$ cat config.mk
export PLATFORM = sky130hd
export DESIGN_NAME = stream_mux_nto1
export DESIGN_NICKNAME = d
export VERILOG_FILES = /design/src/rtl/stream_pkg.sv /design/src/rtl/stream_mux_nto1_rr_arbiter.sv /design/src/rtl/stream_mux_nto1.sv
export SDC_FILE = /design/constraint.sdc
export NUM_CORES = 1
export LEC_CHECK = 0
export ABC_AREA = 1
export CORE_ASPECT_RATIO = 1.5
export CORE_UTILIZATION = 37
export DETAILED_ROUTE_END_ITERATION = 6
export GPL_TIMING_DRIVEN = 0
export PLACE_DENSITY = 0.85
export SYNTH_ARGS = -nofsm -noshare
export SYNTH_HDL_FRONTEND = slang
export SYNTH_HIERARCHICAL = 1
export SYNTH_SLANG_ARGS = --single-unit
$ cat constraint.sdc
create_clock -name clk -period 2.79 [get_ports clk]
set_clock_uncertainty 0.05 [all_clocks]
set_input_delay 0.558 -clock clk [delete_from_list [all_inputs] [get_ports clk]]
set_output_delay 0.558 -clock clk [all_outputs]
set_load 0.02 [all_outputs]
$ cat src/rtl/stream_pkg.sv
// Shared stream-datapath constants: selection modes for the N:1 stream mux.
package stream_pkg;

    // Channel chosen by the external sel input.
    localparam int MUX_MODE_SEL = 0;
    // Channel chosen by a rotating round-robin arbiter; sel is ignored.
    localparam int MUX_MODE_RR  = 1;

endpackage

$ cat src/rtl/stream_mux_nto1_rr_arbiter.sv
// Combinational round-robin arbiter: picks the first requesting channel at or
// after ptr, wrapping around past the last channel.
module rr_arbiter #(
    parameter  int NCH  = 4,
    localparam int SELW = $clog2(NCH)
) (
    input  logic [NCH-1:0]  req,
    input  logic [SELW-1:0] ptr,
    output logic            gnt_valid,
    output logic [SELW-1:0] gnt_idx
);

    // Scan ptr, ptr+1, ... with wrap and latch onto the first active request.
    always_comb begin
        int idx;
        gnt_valid = 1'b0;
        gnt_idx   = '0;
        idx       = 0;
        for (int k = 0; k < NCH; k++) begin
            idx = (int'(ptr) + k) % NCH;
            if (!gnt_valid && req[idx]) begin
                gnt_valid = 1'b1;
                gnt_idx   = SELW'(idx);
            end
        end
    end

endmodule

$ cat src/rtl/stream_mux_nto1.sv
// N-channel registered stream multiplexer with valid/ready handshake and a
// one-deep output slot. Channel selection is either external (sel) or
// round-robin, fixed at elaboration by MODE.
module stream_mux_nto1
    import stream_pkg::*;
#(
    parameter  int WIDTH = 8,
    parameter  int NCH   = 4,
    parameter  int MODE  = MUX_MODE_SEL,
    localparam int SELW  = $clog2(NCH)
) (
    input  logic                 clk,
    input  logic                 rst,
    input  logic [NCH*WIDTH-1:0] in_data,
    input  logic [NCH-1:0]       in_valid,
    output logic [NCH-1:0]       in_ready,
    input  logic [SELW-1:0]      sel,
    output logic [WIDTH-1:0]     out_data,
    output logic                 out_valid,
    input  logic                 out_ready,
    output logic [SELW-1:0]      out_ch
);

    logic            load_en;
    logic            gnt_valid;
    logic [SELW-1:0] gnt_idx;
    logic [SELW-1:0] ptr;
    logic            xfer;
    logic [WIDTH-1:0] gnt_data;

    // The output slot can accept a word when it is empty or being drained now.
    assign load_en = !out_valid || out_ready;

    generate
        if (MODE == MUX_MODE_RR) begin : g_rr
            // Round-robin grant; the external select has no role here.
            rr_arbiter #(
                .NCH (NCH)
            ) u_arb (
                .req       (in_valid),
                .ptr       (ptr),
                .gnt_valid (gnt_valid),
                .gnt_idx   (gnt_idx)
            );

            logic unused_sel;
            assign unused_sel = ^sel;
        end else begin : g_sel
            // External grant: deliberately independent of in_valid so that a
            // producer may wait for ready before raising valid. A sel beyond
            // the last channel (non power-of-two NCH) grants nothing.
            assign gnt_valid = (int'(sel) < NCH);
            assign gnt_idx   = sel;

            logic unused_ptr;
            assign unused_ptr = ^ptr;
        end
    endgenerate

    // One-hot ready towards the granted channel, forced low during reset.
    always_comb begin
        in_ready = '0;
        for (int i = 0; i < NCH; i++) begin
            if (!rst && load_en && gnt_valid && (int'(gnt_idx) == i)) begin
                in_ready[i] = 1'b1;
            end
        end
    end

    assign xfer = |(in_valid & in_ready);

    // Route the granted channel's word towards the output register.
    always_comb begin
        gnt_data = '0;
        for (int i = 0; i < NCH; i++) begin
            if (int'(gnt_idx) == i) begin
                gnt_data = in_data[i*WIDTH +: WIDTH];
            end
        end
    end

    // Output slot and round-robin pointer: load on transfer, clear on drain,
    // hold everything while the consumer stalls.
    always_ff @(posedge clk or posedge rst) begin
        if (rst) begin
            out_valid <= 1'b0;
            out_data  <= '0;
            out_ch    <= '0;
            ptr       <= '0;
        end else begin
            if (xfer) begin
                out_data  <= gnt_data;
                out_ch    <= gnt_idx;
                out_valid <= 1'b1;
                if (MODE == MUX_MODE_RR) begin
                    ptr <= (int'(gnt_idx) == NCH - 1) ? '0 : gnt_idx + SELW'(1);
                end
            end else if (out_ready) begin
                out_valid <= 1'b0;
            end
        end
    end

endmodule

# Word-level counts from Yosys, hierarchy flattened
# Index checks and enable logic that the tools add are counted.
[totals] reg_bits=11 input_bits=41 output_inout_bits=15 elab_cells=28
[op_classes] n_eq_ne=3 mux=10 n_bitwise=1 n_reduce_logical=11
[ops] op="two-way mux 8 bit" count=4
[ops] op="two-way mux 1 bit" count=6
[ops] op="logical AND 1 bit" count=5
[ops] op="AND 4 bit" count=1
[ops] op="equality test 2 bit, second input constant" count=2
[ops] op="OR reduction 4 bit" count=1
[ops] op="equality test 2 x 1 -> 1 bit, second input constant" count=1
[ops] op="zero test 1 bit" count=2
[ops] op="zero test 2 bit" count=1
[ops] op="nonzero test 2 bit" count=1
[ops] op="logical OR 1 bit" count=1

# Longest topological paths before layout
[depth] depth_word=8 ltp_mapped=9 depth_no_buf=7

# Worst setup path after synthesis
# Ideal clock, no wire load.
[synth_path] kind="input to output" from="input out_ready" to="output in_ready[0]" t_arrival_ps=1328 required_time_ps=2182 path_slack_ps=854 stages=4 path_buffers=0 path_cell_list="inv_1 -> a21oi_1 -> inv_1 -> nor3_1"
[synth_between] elab_chain_len=4
[synth_rtl] item="from (decl)" line_no="stream_mux_nto1.sv:20" rtl="input logic out_ready,"
[synth_rtl] item="logical OR 1 bit" line_no="stream_mux_nto1.sv:32" rtl="assign load_en = !out_valid || out_ready;"
[synth_rtl] item="logical AND 1 bit (2 in series)" line_no="stream_mux_nto1.sv:64" rtl="if (!rst && load_en && gnt_valid && (int'(gnt_idx) == i)) begin"
[synth_rtl] item="two-way mux 1 bit" line_no="stream_mux_nto1.sv:64"
[synth_rtl] item="to (decl)" line_no="stream_mux_nto1.sv:16" rtl="output logic [NCH-1:0] in_ready,"
# Every way passes these cells.

# Worst setup path after layout
[layout_path] from="input out_ready" to="output in_ready[3]"
# Same word-level chain as after synthesis.

==> summary.txt <==
Crit end category: primary output
Fin crit share: 96.67%
Crit start category: primary input
Layout Area Growth over Synthesis: 74.96%
Vias in the first global route: 844
Cts bufs inserted: 3
WL final: 2317 um
Final hold vios: 0
Clock Path Buffers: 2
DRC viols: 0
Max-slew violations: 0
Warnings, synthesis: 6
Rows: 20
Cell area after layout: 1381 um^2
CTS tree: built
Crit Path Category: primary input to primary output
Global-route wire length before repair: 3408 um
Syn nets: 150
Clk_lat worst skew: 250 ps
RSZ-0062 raised after global routing: false
Syn_area_per_cell: 7.243 um^2
Total power: 615.1 uW
Status: complete, no violations
Routed vias/inst: 4.830
H-tree depth: 1
DR iter-0 viols: 12
Vias: 908
Initial core utilization: 38.95%
Crit Path Max Fanout: 4
CORE AREA: 2027 um^2
PD cells: 445.3 nW/um^2
Placed Area: 1348 um^2
Ports: 56
Root Buffer: clkbuf_4
Initial antenna violation count: 0
Yosys reg bits: 11
Setup TNS: 0 ps
Nets: 208
Hold-fix buffers, CTS: 0
Fill cells: 181
Num Clock Sinks: 11
Slew margin rel.: 69.12%
Multi-input logic area: 437.9 um^2
Maximum capacitance violations: 0
Distinct cells, synth: 19
Horiz. Die Dim: 39.72 um
Vert. Die Dim: 58.58 um
Layout cells sized above 1: 11.45%
Crit-path max cell delay: 600 ps
Peak supply drop: 371.3 uV
Clock transition at the registers of the reported paths: 60 ps
Fmax achieved: 370.8 MHz
Non-Filler Instances: 188
Antenna viol nets, final: 0
Post-layout util: 68.15%
Slew @ Worst Pin: 462.7 ps
Die ar.: 2326 um^2
CP arrival: 2090 ps
Diode count: 0
Final setup fails: 0
Routability congestion estimate: 0.7819
Syn Inst Count: 109
Slowest cell on crit path: clkdlybuf4s50_1
CP required: 2180 ps
Critical-path cell list: clkdlybuf4s50_1, inv_1, a21oi_1, inv_1, nor2_1, clkdlybuf4s50_1
GRT Residual Overflow: 0
Post-synth design cell area: 789.5 um^2
Most common cell after layout, fill and taps aside: nand2_1
DP Wirelength: 1920 um
Placed Cells: 184
Share of the yosys chip area belonging to registers: 34.87%
WL/cell: 12.32 um
Commonest cells after routing, fill and taps aside: 54 x nand2_1, 50 x clkdlybuf4s50_1, 11 x dfrtp_1
Leakage: 0.0006813 uW
Largest net degree at the start of global routing: 14
Total GRT Usage: 20.61%
IO Port Bufs: 53
Worst Hold Class: flop to flop
First-pass detailed-route iteration total: 4
Sequential cell area: 275.3 um^2
Tmin final: 2697 ps
[cell families after synthesis]
| logic type | count (synthesis) | share of synthesized area (%) |
|---|---|---|
| AND/OR/NAND/NOR | 77 | 49.13 |
| flip-flops | 11 | 34.86 |
| buffers and inverters | 11 | 9.666 |
| AO/OA/AOI/OAI | 10 | 6.338 |
[stage by stage]
stage	hold WS [ps]	setup slack, ps
after floorplan	390.7	854.1
after global placement	417.5	50.61
after detailed placement	416.2	37.22
after CTS	443.6	32.99
after global routing	455.6	1.865
final	438.9	92.80
[repair_timing]
| action | 4_1_cts | 5_1_grt |
|---|---|---|
| endpoints found under the setup margin | 0 | 3 |
| setup buffers | 0 | 0 |
| gates resized for setup | 0 | 3 |
[worst paths after layout]
path / start / endpoint / slack [ps] / depth (start not counted)
max in group asynchronous: rst / out_data[4] / 1760 / 2
setup reg to reg: out_valid / out_ch[0] / 1440 / 7
hold / removal: out_ch[1] / out_ch[1] / 440 / 2
setup / recovery: out_ready / in_ready[3] / 90 / 6
hold reg to reg: out_ch[1] / out_ch[1] / 440 / 2
min in group asynchronous: rst / out_data[0] / 610 / 2
[per-layer routing]
| metal | track usage (%) | wire length (um) |
|---|---|---|
| met5 | 0 | 0 |
| met1 | 19.85 | 890 |
| met3 | 3.396 | 167 |
| met2 | 41.92 | 1258 |
| met4 | 3.448 | 0 |
[area by class of cell]
type	instances	area share, %
Clock buffer	4	1.902
Buffer	4	3.261
Timing Repair Buffer	53	38.95
Multi-Input combinational cell	87	31.70
Inverter	7	2.265
Sequential cell	11	19.93
Tap cell	22	1.993
[critical path, delay by kind of cell]
family                 cells  cell delay [ps]
buffers and inverters      4             1220
AOI/OAI and AO/OA          1              200
and+or+nand+nor            1              100
[registers in the layout (all words and copies together), names as in the netlist]
register / cells
out_data: 8
out_ch: 2
out_valid: 1
[synthesized netlist by cell type (all sizes together)]
library cell / number / area [um^2]
inv: 7 / 31.27
a21oi: 1 / 5.000
nor3: 3 / 15.01
dfrtp: 11 / 275.3
o21ai: 9 / 45.04
nand2: 57 / 226.5
nand3: 2 / 10.01
buf: 4 / 45.04
nor2: 5 / 61.31
nand4: 10 / 75.07
[power by group]
group	switching [uW]	leakage [uW]	total (uW)	internal [uW]
logic	139	0.000528	292	153
clock network	45.2	0.0000150	100	55.1
registers	24.4	0.000138	223	198
Note: power is estimated with default switching activity, not from simulation.
==> edit, RTL diff (same flow settings) <==
`WIDTH`: 8 -> 12.
--- a/src/rtl/stream_mux_nto1.sv
+++ b/src/rtl/stream_mux_nto1.sv
@@ -4,7 +4,7 @@
 module stream_mux_nto1
     import stream_pkg::*;
 #(
-    parameter  int WIDTH = 8,
+    parameter  int WIDTH = 12,
     parameter  int NCH   = 4,
     parameter  int MODE  = MUX_MODE_SEL,
     localparam int SELW  = $clog2(NCH)
Ports: changed (resized in_data and out_data); port bits go from 56 to 76. The function was not compared with the original's and may differ.
==> edit against the unedited design <==
- the run now ends with DRC left
- total power is 33% higher
- synthesized cell count is 36% higher
- routed wire length is 47% higher
- sequential cell count is 4 higher
- area after synthesis is 23% higher
- cell area is 29% higher
- setup slack better by 0.017 ns
- first-iteration DRC count grew to 2.9 times the old value
- highest routed layer is now met4
==> edit: results (changes against the unedited design) <==
Status
  – Status: finished, violations left (was complete, no violations)
  – Failing checks: DRC

Synthesis
  – Async set or reset register ratio after synthesis: 100% (unchanged)
  – Sequential-to-total area share from yosys stat: 38.8% (was 34.9%)
  – Synth area leaders: dfrtp_1 39%, nand2_1 31%, nand4_1 9.0% (was dfrtp_1 35%, nand2_1 26%, nand4_1 6.3%)
  – Post-Synthesis Cells: 148 (was 109)
  – Synth cell types: 16 (was 19)
  – Mapped Nets: 205 (was 150)
  – Dominant synthesized flop cell: dfrtp_1 (unchanged)
  – Synthesis warning total: 6 (unchanged)
  – Synth top cells by count: 79 x nand2_1, 15 x dfrtp_1, 14 x nand4_1 (was 54 x nand2_1, 11 x dfrtp_1, 8 x nand4_1)

Drt
  – Iteration-0 DRC Markers: 35 (was 12)
  – Pre-antenna DRT Iters: 6 (was 4)
  – Vias per cell: 5.16 (was 4.83)
  – Drt total wl: 3410 um (was 2320 um)
  – Routed wire per std cell: 13.6 um (was 12.3 um)
  – DRC: 4 (was 0)

CTS
  – Clk_lat worst skew: 0.28 ns (was 0.25 ns)
  – # H-tree levels: 1 (unchanged)
  – Clock Pin Slew Worst Setup and Hold Paths: 0.09 ns (was 0.06 ns)

Placed design
  – Final GP Congestion: 0.828 (was 0.782)
  – Port Buf Inserts: 75 (was 53)
  – Placed cell count: 247 (was 184)
  – Final HPWL DP: 2770 um (was 1920 um)

Setup path
  – Worst Path Max Fanout: 7 (was 4)
  – Reg-to-Reg End: out_data[2] (was out_ch[0])
  – FF-to-FF path depth: 6 (was 7)
  – Critical path arrival: 2.07 ns (was 2.09 ns)
  – FF-to-FF setup slack: 1.46 ns (was 1.44 ns)

Worst hold path
  – Hold path startpoint: out_ch[1] (unchanged)
  – Hold path endpoint: out_ch[1] (unchanged)

Pwr
  – Peak supply drop: 0.000544 V (was 0.000371 V)
  – Leakage: 0.828 nW (was 0.681 nW)

Timing
  – Slew headroom: 59.7% (was 69.1%)

Layout
  – Registers with the most flip-flops: out_data (12), out_ch (2), out_valid (1) (was out_data (8), out_ch (2), out_valid (1))
  – Share of cells above drive strength 1: 8.37% (was 11.4%)
  – Final #Nets: 285 (was 208)

GRT
  – Largest net degree at the start of global routing: 18 (was 14)
  – First-pass GRT wire length: 5570 um (was 3410 um)
  – Vias in the first global route: 1327 (was 844)
  – Global Route Usage Sum: 26.2% (was 20.6%)
[edit: logic make-up (layout without fill, tap and decap cells)]
logic type	after synthesis	count (layout)	share of synthesized area, %
AOI/OAI and AO/OA	14	14	7.23
buffers and inverters	14	93	7.23
DFF	15	15	38.8
and+or+nand+nor	105	105	46.8
[edit: worst max-delay path, stage by stage]
cell             delay [ns]
clkdlybuf4s50_1        0.65
nand2_1                0.13
nor2_1                 0.12
clkdlybuf4s50_1        0.61
[edit: final cells by class]
cell class	count	area, sq um
timing repair buffer	75	747
fill	208	674
multi-input combinational	119	527
sequential	15	375
buffer	7	43.8
tap	24	30.0
clock buffer	4	26.3
inverter	7	26.3
[edit: routing by layer]
| metal | up-vias | wire [um] | GRT usage, % |
|---|---|---|---|
| met1 | 591 | 1180 | 24.8 |
| met5 | - | 0 | 0 |
| li1 | 635 | - | - |
| met2 | 57 | 1920 | 51.5 |
| met3 | 12 | 217 | 5.57 |
| met4 | 0 | 99 | 9.77 |
[edit: repair_timing]
action	CTS	global route
pin swaps	0	0
resized for setup	3	1
setup buffers	0	0
endpoints found under the setup margin	3	1
[edit: how the worst max path moves through the flow]
stage | startpoint | to | slack, ns | depth (start not counted)
3_3_place_gp | out_ready | in_ready[1] | 0.04 | 6
3_5_place_dp | out_ready | in_ready[0] | -0.02 | 6
6_report | sel[0] | in_ready[3] | 0.11 | 4
4_1_cts | out_ready | in_ready[3] | 0.03 | 6
5_1_grt | sel[0] | in_ready[3] | 0.03 | 4
2_1_floorplan | out_ready | in_ready[0] | 0.85 | 4
[edit: power breakdown]
group / total, mW / internal (mW) / switching, mW
Sequential: 0.304 / 0.270 / 0.0334
Clock: 0.126 / 0.0556 / 0.0706
Combinational: 0.389 / 0.205 / 0.184
Total: 0.819 / 0.531 / 0.288
[edit: metrics by stage]
| stage | worst slack [ns] | hold slack [ns] | utilization (%) | area [sq um] | setup TNS (ns) |
|---|---|---|---|---|---|
| finish | 0.110 | 0.436 | 72.5 | 1780 | 0 |
| global route | 0.0312 | 0.471 | 72.5 | 1780 | 0 |
| CTS | 0.0309 | 0.440 | 72.3 | 1770 | 0 |
| detailed placement | -0.0197 | 0.420 | 71.4 | 1750 | -0.0453 |
| global placement | 0.0370 | 0.409 | 71.4 | 1750 | 0 |
| floorplan | 0.854 | 0.426 | - | 968 | 0 |
